**config.mk**
```make
export PLATFORM = sky130hd
export DESIGN_NAME = mem_arbiter
export DESIGN_NICKNAME = d
export VERILOG_FILES = /design/src/rtl/mem_arbiter.sv
export SDC_FILE = /design/constraint.sdc
export NUM_CORES = 1
export LEC_CHECK = 0
export CORE_ASPECT_RATIO = 0.8
export CORE_MARGIN = 1
export CORE_UTILIZATION = 38
export CTS_BUF_LIST = sky130_fd_sc_hd__clkbuf_4 sky130_fd_sc_hd__clkbuf_8 sky130_fd_sc_hd__clkbuf_16
export DETAILED_ROUTE_END_ITERATION = 7
export PLACE_DENSITY = 0.9
export SETUP_SLACK_MARGIN = 0.3
export SLEW_MARGIN = 20
export SYNTH_ARGS = -nofsm -noshare
export SYNTH_HDL_FRONTEND = slang
export SYNTH_SLANG_ARGS = --single-unit
```
**constraint.sdc**
```tcl
create_clock -name I_clk -period 2.8 [get_ports I_clk]
set_input_delay 0.84 -clock I_clk [delete_from_list [all_inputs] [get_ports I_clk]]
set_output_delay 0.84 -clock I_clk [all_outputs]
set_load 0.05 [all_outputs]
```
**src/rtl/mem_arbiter.sv**
```systemverilog
// Two-requester memory arbiter. After reset it clears the whole memory with a write sweep. It
// then grants one requester per cycle, rotating priority when both requesters are active.
module mem_arbiter #(
    parameter int unsigned C_ADDRSIZE = 10,
    parameter int unsigned C_WORDSIZE = 8
) (
    input  logic                  I_clk,
    input  logic                  I_rst,
    input  logic                  I_req0,
    input  logic                  I_req1,
    input  logic                  I_wen0,
    input  logic                  I_wen1,
    input  logic [C_ADDRSIZE-1:0] I_addr0,
    input  logic [C_ADDRSIZE-1:0] I_addr1,
    input  logic [C_WORDSIZE-1:0] I_wdata0,
    input  logic [C_WORDSIZE-1:0] I_wdata1,
    output logic                  O_gnt0,
    output logic                  O_gnt1,
    output logic                  O_rvalid0,
    output logic                  O_rvalid1,
    output logic [C_WORDSIZE-1:0] O_rdata0,
    output logic [C_WORDSIZE-1:0] O_rdata1,
    output logic                  O_mem_wen,
    output logic [C_ADDRSIZE-1:0] O_mem_addr,
    output logic [C_WORDSIZE-1:0] O_mem_wdata,
    input  logic [C_WORDSIZE-1:0] I_mem_rdata,
    output logic                  O_busy
);

    typedef enum logic [0:0] {StInit, StRun} state_e;

    localparam logic [C_ADDRSIZE-1:0] CntLast = '1;

    state_e                  state_q, state_d;
    logic [C_ADDRSIZE-1:0]   cnt_q, cnt_d;
    logic                    prio_q, prio_d;      // requester that wins a tie
    logic                    rvalid0_q, rvalid0_d;
    logic                    rvalid1_q, rvalid1_d;
    logic [C_WORDSIZE-1:0]   rdata0_q, rdata0_d;
    logic [C_WORDSIZE-1:0]   rdata1_q, rdata1_d;
    logic                    run;
    logic                    gnt0, gnt1;

    // Grant decode: blocked during the clear sweep and in any cycle that has reset asserted.
    always_comb begin
        run  = (state_q == StRun) && !I_rst;
        gnt0 = run && I_req0 && (!I_req1 || !prio_q);
        gnt1 = run && I_req1 && (!I_req0 || prio_q);
    end

    // Memory port mux: sweep writes zeros in INIT; in RUN it follows the granted requester.
    always_comb begin
        O_mem_wen   = 1'b0;
        O_mem_addr  = '0;
        O_mem_wdata = '0;
        if (state_q == StInit) begin
            O_mem_wen  = 1'b1;
            O_mem_addr = cnt_q;
        end else if (gnt0) begin
            O_mem_wen   = I_wen0;
            O_mem_addr  = I_addr0;
            O_mem_wdata = I_wdata0;
        end else if (gnt1) begin
            O_mem_wen   = I_wen1;
            O_mem_addr  = I_addr1;
            O_mem_wdata = I_wdata1;
        end
    end

    // Next-state: sweep counter, priority rotation and read-return capture.
    always_comb begin
        state_d = state_q;
        cnt_d   = cnt_q;
        prio_d  = prio_q;
        if (state_q == StInit) begin
            cnt_d = cnt_q + 1'b1;  // wraps to zero after the last address
            if (cnt_q == CntLast) begin
                state_d = StRun;
            end
        end
        if (gnt0) begin
            prio_d = 1'b1;
        end else if (gnt1) begin
            prio_d = 1'b0;
        end
        rvalid0_d = gnt0 && !I_wen0;
        rvalid1_d = gnt1 && !I_wen1;
        rdata0_d  = rvalid0_d ? I_mem_rdata : rdata0_q;
        rdata1_d  = rvalid1_d ? I_mem_rdata : rdata1_q;
    end

    // State registers with synchronous active-high reset.
    always_ff @(posedge I_clk) begin
        if (I_rst) begin
            state_q   <= StInit;
            cnt_q     <= '0;
            prio_q    <= 1'b0;
            rvalid0_q <= 1'b0;
            rvalid1_q <= 1'b0;
            rdata0_q  <= '0;
            rdata1_q  <= '0;
        end else begin
            state_q   <= state_d;
            cnt_q     <= cnt_d;
            prio_q    <= prio_d;
            rvalid0_q <= rvalid0_d;
            rvalid1_q <= rvalid1_d;
            rdata0_q  <= rdata0_d;
            rdata1_q  <= rdata1_d;
        end
    end

    assign O_gnt0    = gnt0;
    assign O_gnt1    = gnt1;
    assign O_rvalid0 = rvalid0_q;
    assign O_rvalid1 = rvalid1_q;
    assign O_rdata0  = rdata0_q;
    assign O_rdata1  = rdata1_q;
    assign O_busy    = (state_q == StInit) || I_rst;

endmodule
```
# Word level (Yosys, flattened, before mapping)
# Index checks and enable logic that the tools add are counted.
[totals] regBits=30 in_bits=50 out_inout_bits=40 elab_cells=40
[op_classes] add_sub_neg=1 n_eq_ne=1 n_mux=13 bitwise=1 n_reduce_logical=17
[ops] op="two-way mux 10 bit" n=3
[ops] op="two-way mux 8 bit" n=3
[ops] op="adder 10 x 1 -> 10 bit (second input constant)" n=1
[ops] op="equality test 10 bit (second input constant)" n=1
[ops] op="logical AND 1 bit" n=7
[ops] op="two-way mux 1 bit" n=7
[ops] op="zero test 1 bit" n=6
[ops] op="logical OR 1 bit" n=3
[ops] op="nonzero test 2 bit" n=1
[ops] op="NOT 1 bit" n=1

# Logic depth before layout (Yosys ltp)
[depth] depth_word=7 ltp_mapped=5

# Worst setup path after synthesis
# Ideal clock, no wire load.
[synth_timing] path_type="in2out" from="input I_req0" to="output O_mem_addr[8]" arrival_time_ps=2195 setup_slack_ps=-235 path_stages=5 path_cell_list="nor2b_1 > buf_2 > nor3b_1 > buf_2 > a221o_1"
[synth_via] elab_chain_len=6 elab_cells_between_ends=8
[synth_rtl] element="start: declaration" line="9" rtl="input logic I_req0,"
[synth_rtl] element="zero test 1 bit" line="48" rtl="gnt1 = run && I_req1 && (!I_req0 || prio_q);"
[synth_rtl] element="logical OR 1 bit" line="48"
[synth_rtl] element="logical AND 1 bit" line="48"
[synth_rtl] element="named net O_gnt1" line="18" rtl="output logic O_gnt1,"
[synth_rtl] element="two-way mux 10 bit" line="63" rtl="end else if (gnt1) begin"
[synth_rtl] element="two-way mux 10 bit" line="59" rtl="end else if (gnt0) begin"
[synth_rtl] element="two-way mux 10 bit" line="56" rtl="if (state_q == StInit) begin"
[synth_rtl] element="end: declaration" line="24" rtl="output logic [C_ADDRSIZE-1:0] O_mem_addr,"
# The timed path passes the listed nets, and every way through them passes these cells.

# Final worst setup path
[layout_timing] from="input I_rst" to="output O_mem_addr[9]"
[layout_via] elab_chain_len=7 elab_cells_between_ends=9
[layout_rtl] element="start: declaration" line="8" rtl="input logic I_rst,"
[layout_rtl] element="zero test 1 bit *" line="46" rtl="run = (state_q == StRun) && !I_rst;"
[layout_rtl] element="logical AND 1 bit *" line="46"
[layout_rtl] element="logical AND 1 bit (2 in a row)" line="48"
[layout_rtl] element="two-way mux 10 bit" line="63"
[layout_rtl] element="two-way mux 10 bit *" line="59"
[layout_rtl] element="two-way mux 10 bit *" line="56"
# Every way passes the cells marked *; elsewhere a longest branch is shown, timed or not.

==> impl_metrics.prom <==
# TYPE chip_impl_metric gauge
chip_impl_info{name="status",value="finished with violations"} 1
chip_impl_info{name="failed_checks",value="negative setup slack"} 1
chip_impl_metric{name="setup_tns",unit="ns"} -0.189
chip_impl_metric{name="yosys.area_share.adder",unit=""} 0.00799
chip_impl_metric{name="routed_wl",unit="µm"} 7950
chip_impl_metric{name="timing.critical_path.arrival",unit="ns"} 1.99
chip_impl_metric{name="first_global_vias",unit=""} 1997
chip_impl_metric{name="vias",unit=""} 2173
chip_impl_metric{name="synth-edff-count",unit=""} 0
chip_impl_metric{name="final_antenna_net_count",unit=""} 0
chip_impl_metric{name="final_min_period_over_clock_period",unit=""} 1.01
chip_impl_metric{name="wire_per_inst",unit="µm"} 23.0
chip_impl_metric{name="grt_max_degree",unit=""} 26
chip_impl_metric{name="async_flop_share",unit=""} 0
chip_impl_metric{name="start_util",unit=""} 0.404
chip_impl_metric{name="die_area",unit="µm²"} 4380
chip_impl_metric{name="place.detailed.instances",unit=""} 321
chip_impl_metric{name="mappedNetlistNets",unit=""} 229
chip_impl_metric{name="reg2reg_setup_slack",unit="ns"} 0.76
chip_impl_metric{name="power.density",unit="nW/µm²"} 323
chip_impl_metric{name="dieHeight",unit="µm"} 59.4
chip_impl_metric{name="worst_margin_slew",unit="ns"} 0.535
chip_impl_info{name="tritoncts_clock_tree",value="done"} 1
chip_impl_metric{name="yosys.area_share.simple",unit=""} 0.232
chip_impl_info{name="timing_worst_setup_path_type",value="primary input to output pin"} 1
chip_impl_metric{name="cts-htree-levels",unit=""} 2
chip_impl_metric{name="dp_hpwl",unit="µm"} 3800
chip_impl_metric{name="synth.distinct_cells",unit=""} 37
chip_impl_metric{name="grt_pass1_wl",unit="µm"} 10400
chip_impl_metric{name="core.rowCount",unit=""} 20
chip_impl_metric{name="antenna_found_initial",unit=""} 0
chip_impl_metric{name="worst-r2r-cell-count",unit=""} 7
chip_impl_metric{name="horizontal_die_dimension",unit="µm"} 73.8
chip_impl_info{name="synth_top_family_by_area",value="compound AO/OA/AOI/OAI gates"} 1
chip_impl_metric{name="fmax",unit="GHz"} 0.353
chip_impl_metric{name="synthesis.instances",unit=""} 178
chip_impl_metric{name="synth_compound_area_frac",unit=""} 0.267
chip_impl_metric{name="power_leakage",unit="nW"} 1.34
chip_impl_metric{name="synth_seq_area_share",unit=""} 0.383
chip_impl_metric{name="global_route.overflow_total",unit=""} 0
chip_impl_metric{name="clock-sinks",unit=""} 30
chip_impl_metric{name="max_cap_viol_count",unit=""} 0
chip_impl_metric{name="setup-violations-final",unit=""} 10
chip_impl_metric{name="drt_pass1_iterations",unit=""} 8
chip_impl_info{name="worstHoldStart",value="O_rdata0[5]"} 1
chip_impl_metric{name="grtUsageTotal",unit=""} 0.324
chip_impl_info{name="worstReg2RegStart",value="state_q"} 1
chip_impl_metric{name="drive_gt1_frac",unit=""} 0.307
chip_impl_metric{name="coreArea",unit="µm²"} 3880
chip_impl_metric{name="cts_made_buffers",unit=""} 5
chip_impl_info{name="crit_path_start_kind",value="primary input"} 1
chip_impl_metric{name="postSynthRegisterBits",unit=""} 30
chip_impl_metric{name="holdWs",unit="ns"} 0.492
chip_impl_metric{name="synth.area.mux_share",unit=""} 0.0208
chip_impl_metric{name="slew_headroom",unit=""} 0.639
chip_impl_metric{name="synth-warning-count",unit=""} 0
chip_impl_metric{name="hold_depth",unit=""} 2
chip_impl_metric{name="cts-root-to-sink-buffers",unit=""} 2
chip_impl_metric{name="clock_tree_skew_after_final_layout",unit="ns"} 0.00526
chip_impl_metric{name="drv_slew",unit=""} 0
chip_impl_metric{name="peakVddDrop",unit="mV"} 0.230
chip_impl_metric{name="synthesis.area",unit="µm²"} 1570
chip_impl_metric{name="gp_congestion",unit=""} 0.790
chip_impl_metric{name="postSynthAreaPerCell",unit="µm²"} 8.80
chip_impl_info{name="crit_path_start",value="I_rst"} 1
chip_impl_metric{name="worst_skew_pair.late_latency",unit="ns"} 0.28
chip_impl_info{name="grt_setup_unrepaired",value="yes"} 1
chip_impl_metric{name="design.final.nets",unit=""} 340
chip_impl_metric{name="dr_vias_cell",unit=""} 6.30
chip_impl_metric{name="io_pins",unit=""} 90
chip_impl_info{name="endpoint_kind",value="output pin"} 1
chip_impl_metric{name="stdcell_count",unit=""} 345
chip_impl_metric{name="port-buffer-count",unit=""} 89
chip_impl_info{name="worst_hold_path_type",value="register to register"} 1
chip_impl_metric{name="drc_violation_count_after_routing",unit=""} 0
chip_impl_metric{name="post_synth_xor_area_fraction",unit=""} 0.0168
chip_impl_metric{name="num-fill-cells",unit=""} 179
chip_impl_metric{name="cp_data_required_time",unit="ns"} 1.96
chip_impl_metric{name="dr.first_iter.drc_count",unit=""} 305
chip_impl_metric{name="critical_path.max_fanout",unit=""} 7
chip_impl_metric{name="detailedPlace.worstSlack",unit="ns"} -0.442
chip_impl_metric{name="area_growth",unit="%"} 106
chip_impl_metric{name="setup_ws",unit="ns"} -0.0333
chip_impl_metric{name="number_of_hold_repair_buffers_added_at_the_cts_stage",unit=""} 0
chip_impl_metric{name="timing.final.crit_period",unit="ns"} 2.83
chip_impl_info{name="cts-root-buf",value="sky130_fd_sc_hd__clkbuf_8"} 1
chip_impl_info{name="synth_flop_cell",value="sky130_fd_sc_hd__dfxtp_1"} 1
chip_impl_metric{name="cts.clk_slew.worst_paths",unit="ns"} 0.07
chip_impl_metric{name="hold_viol",unit=""} 0
chip_impl_metric{name="antennaDiodeCount",unit=""} 0
## critical path: stages
cell and delay (ns):
sky130_fd_sc_hd__buf_6 0.09, sky130_fd_sc_hd__nand2b_4 0.17, sky130_fd_sc_hd__nor3b_4 0.26, sky130_fd_sc_hd__buf_6 0.21, sky130_fd_sc_hd__buf_6 0.12, sky130_fd_sc_hd__a221o_2 0.16, sky130_fd_sc_hd__buf_12 0.14
## power breakdown
part	total [mW]	internal, mW	switching, mW
sequential	0.438	0.430	0.00760
clock	0.442	0.265	0.178
combinational	0.161	0.0968	0.0639
## cells in the final DEF, fill, tap and decap left out, drive strengths merged, types with 8 or more instances in the layout
master / count
clkdlybuf4s50: 62
buf: 54
dfxtp: 30
o21ai: 17
a21oi: 12
a221o: 11
inv: 11
nand3: 11
nor2: 9
a22o: 8
o311ai: 8
nor2b: 8
## cells by family (layout without fill, tap and decap cells)
logic type,Yosys count,in the layout
DFF,30,30
buffers and inverters,25,137
adders and majority gates,1,1
AOI/OAI and AO/OA,59,59
and+or+nand+nor,57,57
xor gates and xnor gates,3,3
muxes,3,3
## final timing paths
path	endpoint
setup / recovery	O_mem_addr[9]
hold / removal	O_rdata0[5]
setup reg to reg	O_rdata1[1]
hold reg to reg	O_rdata0[5]
## stage by stage
stage / power [mW] / area (µm²) / util
global placement: 0.583 / 2830 / 0.728
floorplan: 0.487 / 1610 / -
global route: 1.07 / 3220 / 0.830
detailed placement: 0.586 / 2830 / 0.728
finish: 1.04 / 3220 / 0.830
CTS: 1.03 / 3170 / 0.816
## final cells by class
type,count,area [µm²],share of cell area
timing repair buffer,118,1430,0.445
multi-input combinational,123,963,0.299
sequential,30,601,0.187
clock buffer,5,68.8,0.0214
tap,55,68.8,0.0214
clock inverter,3,45.0,0.0140
inverter,11,41.3,0.0128
## registers in the layout, indices dropped and copies added, names as in the netlist
register	flops
O_rdata1	8
O_rvalid0	1
O_rdata0	8
cnt_q	10
O_rvalid1	1
prio_q	1
state_q	1
## layer usage
layer / track usage / vias up / part of all wire
li1: - / 884 / -
met1: 0.371 / 997 / 0.35
met2: 0.526 / 229 / 0.46
met3: 0.133 / 63 / 0.13
met4: 0.154 / 0 / 0.064
met5: 0 / - / 0
## cell usage after synthesis (3+ instances only)
master                     instances  area share
sky130_fd_sc_hd__o311ai_0          8       0.045
sky130_fd_sc_hd__nor2b_1           8       0.032
sky130_fd_sc_hd__buf_2             7       0.022
sky130_fd_sc_hd__inv_1            11       0.026
sky130_fd_sc_hd__clkbuf_1          5       0.012
sky130_fd_sc_hd__and2b_1           6       0.029
sky130_fd_sc_hd__nor2_1            9       0.022
sky130_fd_sc_hd__or3_1             3       0.012
sky130_fd_sc_hd__a21oi_1          12       0.038
sky130_fd_sc_hd__nand3_1          11       0.035
sky130_fd_sc_hd__o21ai_0          17       0.054
sky130_fd_sc_hd__nand2_1           4      0.0096
sky130_fd_sc_hd__a221o_1          11       0.070
sky130_fd_sc_hd__a22o_1            8       0.045
sky130_fd_sc_hd__dfxtp_1          30        0.38
## what timing repair did
action | in CTS | in global routing
pin swaps | 9 | 5
gates resized for setup | 41 | 5
setup buffers | 9 | 5
gates cloned | 2 | 0
endpoints found under the setup margin | 22 | 21
Power figures use the tool's default switching activity.
